### config.mk
export PLATFORM = sky130hd
export DESIGN_NAME = coproc_cmd_issuer
export DESIGN_NICKNAME = d
export VERILOG_FILES = /design/src/rtl/coproc_cmd_issuer.sv
export SDC_FILE = /design/constraint.sdc
export NUM_CORES = 1
export LEC_CHECK = 0
export ABC_CLOCK_PERIOD_IN_PS = 2900
export CAP_MARGIN = 15
export CORE_UTILIZATION = 50
export CTS_CLUSTER_DIAMETER = 60
export DETAILED_ROUTE_END_ITERATION = 6
export HOLD_SLACK_MARGIN = 0.05
export PLACE_DENSITY = 0.81
export SYNTH_ARGS = -nofsm -noshare
export SYNTH_HDL_FRONTEND = slang
export SYNTH_SLANG_ARGS = --single-unit
### constraint.sdc
create_clock -name clock -period 2.9 [get_ports clock]
set_input_delay 0.29 -clock clock [delete_from_list [all_inputs] [get_ports clock]]
set_output_delay 0.29 -clock clock [all_outputs]
set_load 0.005 [all_outputs]
### src/rtl/coproc_cmd_issuer.sv
// Host-side command issuer for the image coprocessor: latches one command, runs the
// active-low ENABLE strobe, tracks FLAG_DONE busy/complete phases and returns a response.
module coproc_cmd_issuer #(
    parameter int unsigned SETUP_CYCLES  = 2,
    parameter int unsigned PULSE_CYCLES  = 4,
    parameter int unsigned SETTLE_CYCLES = 8,
    parameter int unsigned ACK_TIMEOUT   = 255,
    parameter int unsigned DONE_TIMEOUT  = 1048575,
    parameter int unsigned SYNC_STAGES   = 2
) (
    input  logic        clock,
    input  logic        reset,
    input  logic        cmd_valid,
    output logic        cmd_ready,
    input  logic [2:0]  cmd_instr,
    input  logic [16:0] cmd_addr,
    input  logic [7:0]  cmd_data,
    output logic        rsp_valid,
    input  logic        rsp_ready,
    output logic [7:0]  rsp_data,
    output logic [1:0]  rsp_status,
    output logic        busy,
    output logic [2:0]  INSTRUCTION,
    output logic [16:0] MEM_ADDR,
    output logic [7:0]  DATA_IN,
    output logic        ENABLE,
    input  logic        FLAG_DONE,
    input  logic        FLAG_ERROR,
    input  logic [7:0]  DATA_OUT
);
    localparam int unsigned CNT_W = $clog2(DONE_TIMEOUT + 1);

    localparam logic [CNT_W-1:0] CNT_MAX     = {CNT_W{1'b1}};
    localparam logic [CNT_W-1:0] SETUP_LAST  = CNT_W'(SETUP_CYCLES - 1);
    localparam logic [CNT_W-1:0] PULSE_LAST  = CNT_W'(PULSE_CYCLES - 1);
    localparam logic [CNT_W-1:0] SETTLE_LAST = CNT_W'(SETTLE_CYCLES - 1);
    localparam logic [CNT_W-1:0] ACK_LIMIT   = CNT_W'(ACK_TIMEOUT);
    localparam logic [CNT_W-1:0] DONE_LIMIT  = CNT_W'(DONE_TIMEOUT);

    localparam logic [2:0] OP_NOP   = 3'd0;
    localparam logic [2:0] OP_LOAD  = 3'd1;
    localparam logic [2:0] OP_RESET = 3'd7;

    localparam logic [1:0] ST_OK       = 2'b00;
    localparam logic [1:0] ST_ERR      = 2'b01;
    localparam logic [1:0] ST_ACK_TO   = 2'b10;
    localparam logic [1:0] ST_DONE_TO  = 2'b11;

    typedef enum logic [2:0] {
        S_IDLE,
        S_SETUP,
        S_STROBE,
        S_WAIT_ACK,
        S_WAIT_DONE,
        S_SETTLE,
        S_RESPOND
    } state_t;

    state_t                 r_state;
    logic [CNT_W-1:0]       r_cnt;
    logic [SYNC_STAGES-1:0] r_done_sync;
    logic [SYNC_STAGES-1:0] r_err_sync;
    logic                   r_cmd_ready;
    logic                   r_rsp_valid;
    logic [7:0]             r_rsp_data;
    logic [1:0]             r_rsp_status;
    logic                   r_busy;
    logic [2:0]             r_instr;
    logic [16:0]            r_addr;
    logic [7:0]             r_data;
    logic                   r_enable;

    logic                   w_done_s;
    logic                   w_err_s;
    logic [CNT_W-1:0]       w_cnt_inc;
    logic                   w_fixed_wait;

    assign w_done_s     = r_done_sync[SYNC_STAGES-1];
    assign w_err_s      = r_err_sync[SYNC_STAGES-1];
    assign w_cnt_inc    = (r_cnt == CNT_MAX) ? r_cnt : r_cnt + CNT_W'(1);
    assign w_fixed_wait = (r_instr == OP_NOP) || (r_instr == OP_RESET);

    assign cmd_ready   = r_cmd_ready;
    assign rsp_valid   = r_rsp_valid;
    assign rsp_data    = r_rsp_data;
    assign rsp_status  = r_rsp_status;
    assign busy        = r_busy;
    assign INSTRUCTION = r_instr;
    assign MEM_ADDR    = r_addr;
    assign DATA_IN     = r_data;
    assign ENABLE      = r_enable;

    // Coprocessor flags cross into this clock domain through a plain flop chain.
    always_ff @(posedge clock or negedge reset) begin
        if (!reset) begin
            r_done_sync <= '0;
            r_err_sync  <= '0;
        end else begin
            r_done_sync <= {r_done_sync[SYNC_STAGES-2:0], FLAG_DONE};
            r_err_sync  <= {r_err_sync[SYNC_STAGES-2:0], FLAG_ERROR};
        end
    end

    // Command sequencer; the shared counter restarts at zero on every state entry.
    always_ff @(posedge clock or negedge reset) begin
        if (!reset) begin
            r_state      <= S_IDLE;
            r_cnt        <= '0;
            r_cmd_ready  <= 1'b1;
            r_rsp_valid  <= 1'b0;
            r_rsp_data   <= '0;
            r_rsp_status <= ST_OK;
            r_busy       <= 1'b0;
            r_instr      <= '0;
            r_addr       <= '0;
            r_data       <= '0;
            r_enable     <= 1'b1;
        end else begin
            case (r_state)
                S_IDLE: begin
                    if (cmd_valid && r_cmd_ready) begin
                        r_instr     <= cmd_instr;
                        r_addr      <= cmd_addr;
                        r_data      <= cmd_data;
                        r_rsp_data  <= '0;
                        r_cnt       <= '0;
                        r_cmd_ready <= 1'b0;
                        r_busy      <= 1'b1;
                        r_state     <= S_SETUP;
                    end
                end
                S_SETUP: begin
                    if (r_cnt == SETUP_LAST) begin
                        r_cnt    <= '0;
                        r_enable <= 1'b0;
                        r_state  <= S_STROBE;
                    end else begin
                        r_cnt <= w_cnt_inc;
                    end
                end
                S_STROBE: begin
                    if (r_cnt == PULSE_LAST) begin
                        r_cnt    <= '0;
                        r_enable <= 1'b1;
                        r_state  <= w_fixed_wait ? S_SETTLE : S_WAIT_ACK;
                    end else begin
                        r_cnt <= w_cnt_inc;
                    end
                end
                S_WAIT_ACK: begin
                    if (!w_done_s) begin
                        r_cnt   <= '0;
                        r_state <= S_WAIT_DONE;
                    end else if (r_cnt == ACK_LIMIT) begin
                        r_rsp_status <= ST_ACK_TO;
                        r_rsp_valid  <= 1'b1;
                        r_state      <= S_RESPOND;
                    end else begin
                        r_cnt <= w_cnt_inc;
                    end
                end
                S_WAIT_DONE: begin
                    if (w_done_s) begin
                        r_rsp_status <= w_err_s ? ST_ERR : ST_OK;
                        if (r_instr == OP_LOAD) begin
                            r_rsp_data <= DATA_OUT;
                        end
                        r_rsp_valid <= 1'b1;
                        r_state     <= S_RESPOND;
                    end else if (r_cnt == DONE_LIMIT) begin
                        r_rsp_status <= ST_DONE_TO;
                        r_rsp_valid  <= 1'b1;
                        r_state      <= S_RESPOND;
                    end else begin
                        r_cnt <= w_cnt_inc;
                    end
                end
                S_SETTLE: begin
                    if (r_cnt == SETTLE_LAST) begin
                        r_rsp_status <= ST_OK;
                        r_rsp_valid  <= 1'b1;
                        r_state      <= S_RESPOND;
                    end else begin
                        r_cnt <= w_cnt_inc;
                    end
                end
                S_RESPOND: begin
                    if (rsp_ready) begin
                        r_rsp_valid <= 1'b0;
                        r_cmd_ready <= 1'b1;
                        r_busy      <= 1'b0;
                        r_cnt       <= '0;
                        r_state     <= S_IDLE;
                    end
                end
                default: begin
                    r_state <= S_IDLE;
                end
            endcase
        end
    end
endmodule

==> impl_metrics.env <==
export IMPL_outcome="finished, final reports clean"
export IMPL_finalCritPeriodShare_pct=88.4
export IMPL_swShare_pct=34.9
export IMPL_syn2layout_area_growth_pct=32.2
export IMPL_nNetsFinal=467
export IMPL_relSlewSlack_pct=55.0
export IMPL_p_leak_nw=1.94
export IMPL_fin_worst_skew_ps=8.16
export IMPL_p_per_area_nw_per_um2=894
export IMPL_die_y_um=85.1
export IMPL_drive_gt1_share_pct=16.0
export IMPL_async_flop_share_pct=100
export IMPL_final_common_cell="clkdlybuf4s50_1"
export IMPL_grt_start_max_net_pins=53
export IMPL_dr_pass1_iters=4
export IMPL_num_rows=29
export IMPL_fillCellCount=469
export IMPL_die_area_sq_um=7250
export IMPL_utilization_pct=70.3
export IMPL_syn_nets=382
export IMPL_worstPathCellList="nor4_1 -> and3_1 -> a31oi_2 -> or3_1 -> and2_4 -> a22o_1"
export IMPL_ir_worst_vdd_mv=0.559
export IMPL_track_usage_pct=24.9
export IMPL_start_kind="register"
export IMPL_clockBufferDepth=2
export IMPL_hpwl_mm=5.87
export IMPL_wl_per_cell_um=16.5
export IMPL_setup_tns_ps=0
export IMPL_h_tree_depth=3
export IMPL_ys_ff_latch=69
export IMPL_crit_fanout=11
export IMPL_slowest_stage="or3_1"
export IMPL_grt_pass1_wl_mm=14.0
export IMPL_finalCriticalPeriod_ps=2560
export IMPL_synth_top_area_cell="dfrtp_1"
export IMPL_clkSlewWorstSetupHoldPaths_ps=70
export IMPL_drt_first_iter_violations=232
export IMPL_synth_distinct_cells=54
export IMPL_synth_edff_count=0
export IMPL_chipWidth_um=85.1
export IMPL_drtAntennaViolNets=0
export IMPL_fmax_mhz=390
export IMPL_synth_ff_type="dfrtp_1"
export IMPL_tritoncts="built"
export IMPL_globalplace_congestion=0.828
export IMPL_synth_area_sq_um=3450
export IMPL_slowest_delay_ps=540
export IMPL_viasPerCell=5.77
export IMPL_slew_violations=0
export IMPL_cts_buffers=9
export IMPL_grt_pass1_vias=2889
export IMPL_wl_mm=8.31
export IMPL_overflow=0
export IMPL_pwr_share_clk_pct=19.3
export IMPL_yosys_area_top_type_share_pct=48.5
export IMPL_maxCapViolations=0
export IMPL_post_cts_buffers=0
export IMPL_start_util_pct=53.2
export IMPL_worst_pin_slew_ps=667
export IMPL_setup_viol=0
export IMPL_setup_worst_path_end_class="register"
export IMPL_finalHoldViolCount=0
export IMPL_hold_path_class="reg -> reg"
export IMPL_clk_latency_ps=340
export IMPL_worstPathArrival_ps=2790
export IMPL_drc=0
export IMPL_yosysSeqAreaShare_pct=50.1
export IMPL_port_buffer_count=83
export IMPL_p_int_mw=2.66
export IMPL_io_pins=84
export IMPL_p_comb_share_pct=45.0
export IMPL_synth_cells=338
export IMPL_worstSetupPathType="reg -> reg"
export IMPL_syn_avg_cell_area_sq_um=10.2
export IMPL_power_mw=4.08
export IMPL_synth_area_leaders="dfrtp_1 49%, mux2_2 9.1%, o21ai_0 3.5%"
export IMPL_rsz0062_at_grt="false"
export IMPL_antenna_found_initial=0
export IMPL_core_sq_um=6490
export IMPL_num_antenna_cells=0
export IMPL_mostFrequentLayoutCells="82 x clkdlybuf4s50_1, 67 x dfrtp_1, 28 x mux2_2"
export IMPL_cts_resized=0
export IMPL_cts_sinks=69
export IMPL_via_count=2902
export IMPL_netSwitchingPower_mw=1.42
export IMPL_yosys_warnings=0
export IMPL_cp_required_ps=3130
export IMPL_p_seq_share_pct=35.7
export IMPL_cts_root_buffer="clkbuf_8"
export IMPL_hold_buffers=1
[worst max-delay path: cells and delay by family (launching register included)]
family / cells / cell delay (ps)
AOI/OAI and AO/OA: 2 / 370
DFF: 1 / 440
and+or+nand+nor: 4 / 1630
[worst paths after layout]
kind,to,depth (start not counted),startpoint,slack [ps]
max in group asynchronous,cmd_ready$_DFFE_PN1P_,3,reset,1810
worst max-delay path,r_cnt[0]$_DFFE_PN0P_,6,r_cnt[16]$_DFFE_PN0P_,340
min in group asynchronous,r_cnt[14]$_DFFE_PN0P_,2,reset,420
worst max register to register,r_cnt[0]$_DFFE_PN0P_,6,r_cnt[16]$_DFFE_PN0P_,340
worst min-delay path,r_done_sync[1]$_DFF_PN0_,0,r_done_sync[0]$_DFF_PN0_,350
worst min register to register,r_done_sync[1]$_DFF_PN0_,0,r_done_sync[0]$_DFF_PN0_,350
[area by class of cell]
type | count | area (sq um) | share of cell area [%]
timing repair buffer | 91 | 901 | 19.7
clock inverter | 3 | 46.3 | 1.01
inverter | 18 | 67.6 | 1.48
sequential | 69 | 1730 | 37.9
tap | 77 | 96.3 | 2.11
clock buffer | 11 | 151 | 3.32
multi-input combinational | 234 | 1580 | 34.5
[synthesized netlist by cell type, drive strengths merged (3+ instances only)]
master / count
a21boi: 3
a21oi: 20
a22o: 8
a31oi: 7
and2: 3
and3: 6
and4: 5
buf: 10
clkbuf: 7
dfrtp: 67
inv: 18
mux2: 31
nand2: 24
nand2b: 3
nand3: 21
nand4: 7
nor2: 19
nor2b: 3
nor3: 13
nor4: 8
o21ai: 25
o2bb2ai: 3
or3: 4
[logic make-up after synthesis]
kind of cell | count (synthesis) | synth area share (%)
compound gates | 80 | 15.2
fa+ha+maj | 2 | 0.724
buf+inv | 35 | 4.42
flops | 69 | 50.1
mux | 32 | 10.6
simple gates | 120 | 19.0
[routing by layer]
layer	track usage (%)	wire (um)	vias up
met4	8.17	121	0
met2	40.7	4170	88
met5	0	0	-
met1	31.7	3530	1394
li1	-	-	1410
met3	7.68	495	10
[power by group through the flow]
stage	combinational [mW]	clock [mW]	sequential, mW
after floorplan	1.09	0	1.43
after global placement	1.79	0	1.46
after detailed placement	1.83	0	1.47
after CTS	1.84	0.802	1.46
after global routing	2.02	0.841	1.50
final	1.84	0.787	1.46
[stage by stage]
stage / std cells / setup WS, ps / cell area, sq um / hold slack (ps)
2_1_floorplan: 338 / 566 / 3450 / -5.59
3_3_place_gp: 488 / 440 / 4360 / 248
3_5_place_dp: 488 / 379 / 4360 / 257
4_1_cts: 503 / 366 / 4570 / 351
5_1_grt: 503 / 168 / 4570 / 361
6_report: 503 / 338 / 4570 / 351
[state kept, by name, summed over array words and instances (netlist names), 2 cells and up]
name and flops:
r_cnt 20, MEM_ADDR 17, DATA_IN 8, rsp_data 8, INSTRUCTION 3, r_state 3
r_done_sync 2, r_err_sync 2, rsp_status 2
(Power assumes the default switching activity.)
==> RTL edit: new RTL, config.mk and constraints unchanged <==
Put one more register stage on the output `rsp_status`, without a reset. The value now appears one clock later. The other outputs are not delayed to match.
--- a/src/rtl/coproc_cmd_issuer.sv
+++ b/src/rtl/coproc_cmd_issuer.sv
@@ -83,7 +83,9 @@
     assign cmd_ready   = r_cmd_ready;
     assign rsp_valid   = r_rsp_valid;
     assign rsp_data    = r_rsp_data;
-    assign rsp_status  = r_rsp_status;
+    always_ff @(posedge clock) begin
+        rsp_status <= r_rsp_status;
+    end
     assign busy        = r_busy;
     assign INSTRUCTION = r_instr;
     assign MEM_ADDR    = r_addr;
Formal check against the unedited RTL: not equivalent (a bounded check fails within 10 cycles, from zero or initial values and one cycle with reset low).
==> RTL edit against the original RTL <==
Routed wire length is 3.3% higher. Maximum frequency is 8.9% higher. Critical path type unchanged. Sequential cell count is 2 higher. Clock skew is 0.0035 ns higher. Design area is 2.1% higher. Synthesized area is 3.4% higher. Critical endpoint is now r_cnt[9]. Worst setup slack better by 0.21 ns. Core utilization is 2.1 points lower.
Power is not compared: it rests on default switching activity, and its combinational part moved more than twofold at a synthesized area within 25%.
==> RTL edit: results (changes against the original RTL) <==
Peak VDD IR=just over 0.3 mV; Post-synth ARST share=97.2% (-2.8 points); root buf cell=clkbuf_8; PortBufs=83 (unchanged); synth cell count leaders=dfrtp_1, mux2_2, nor2_1; largest cells by area after synthesis=dfrtp_1, mux2_2, nand3_1; DRT Pass-1 Iters=5 (+1); 1st-iter DRT viols=216 (-6.9%); number of flip-flops under the largest register name=20 (unchanged); Top reg by flops=r_cnt; vias in the first global route=2,915 (+0.90%); worst-path fanout max=18 (+7); yosys synthesis warning count=0 (unchanged); Seq/Total Area, Yosys=49.5% (-0.53 points); worst hold path endpoint=r_done_sync[1]; post-cts sizing count=0 (unchanged); Vias=3,041 (+4.8%); Place WS=0.602 ns (+0.223 ns); initial antenna violation count=0 (unchanged); Mapped Nets=384 (+0.52%); library cells used by synthesis=58 (+7.4%); clk_skew=0.0117 ns (+0.00352 ns); FILL cells=528 (+13%); Tmin final=2.35 ns (-0.209 ns); DP HPWL=5890 um (+0.37%); status=finished, final reports clean; H-tree depth=3 (unchanged); R2R depth=6 (unchanged); Pleak=just over 2 nW; Global Route Usage Sum=24.2% (-0.66 points); Nets=463 (-0.86%); reg2reg start=r_state[1]; reg2reg end=r_cnt[9]; critical path arrival=2.58 ns (-0.21 ns); Clock Latency Late Sink=0.35 ns; post-CTS setup buffers=0 (unchanged); slew at the pin closest to its max-slew limit=0.621 ns (-0.0465 ns); Hold Crit Class=reg2reg; critical path type=reg2reg; # hold bufs at CTS=1 (unchanged); largest net degree at the start of global routing=29 (-45%); GPL Wtd Cong=0.871 (+5.2%); reg2reg setup slack=0.55 ns (+0.21 ns); final WL=8590 um (+3.3%); first-pass GRT wire length=14,000 um (-0.25%); Clock Tree Buf Depth=2 (unchanged); HP Start=r_done_sync[0]; share of cells above drive strength 1=15.3% (-0.63 points); CTS Buf Count=9 (unchanged); Antenna diodes=0 (unchanged)
[RTL edit: metrics by stage]
step	cell area, sq um	hold slack (ns)	util (%)	total power [mW]	cells
floorplan	3570	-0.00559	-	1.02	340
detailed placement	4430	0.319	64.9	1.09	503
global placement	4430	0.319	64.9	1.09	503
CTS	4660	0.358	68.3	1.98	520
finish	4660	0.354	68.3	1.96	520
global route	4660	0.358	68.3	2.03	520
[RTL edit: worst max-delay path: stages (launching register included)]
cell and delay (ns):
dfrtp_1 0.65, nor2_1 0.17, a22o_1 0.27, a22oi_2 0.28, o211a_4 0.31, nand2_2 0.15, a221o_1 0.40
[RTL edit: cell families after synthesis]
kind of cell               share of synthesized area, %
buffers and inverters                              4.55
muxes                                              9.11
DFF                                                49.5
AOI/OAI and AO/OA                                  15.8
adders and majority gates                         0.700
and+or+nand+nor                                    20.3
[RTL edit: per-layer routing]
metal / up-vias / wire length (um) / track usage (%)
met3: 16 / 474 / 4.10
met1: 1485 / 3510 / 32.0
li1: 1419 / - / -
met4: 0 / 193 / 11.4
met2: 121 / 4410 / 39.2
met5: - / 0 / 0
[RTL edit: power by group]
group / switching [mW] / internal (mW) / total [mW]
clock: 0.393 / 0.491 / 0.883
sequential: 0.00172 / 0.992 / 0.993
combinational: 0.0295 / 0.0512 / 0.0807
total: 0.424 / 1.53 / 1.96
[RTL edit: layout make-up]
class,instances,area [sq um],area share (%)
tap,96,120,2.58
clock inverter,6,92.6,1.99
inverter,14,52.6,1.13
sequential,71,1770,37.9
multi-input combinational,236,1640,35.2
timing repair buffer,87,858,18.4
clock buffer,10,128,2.74
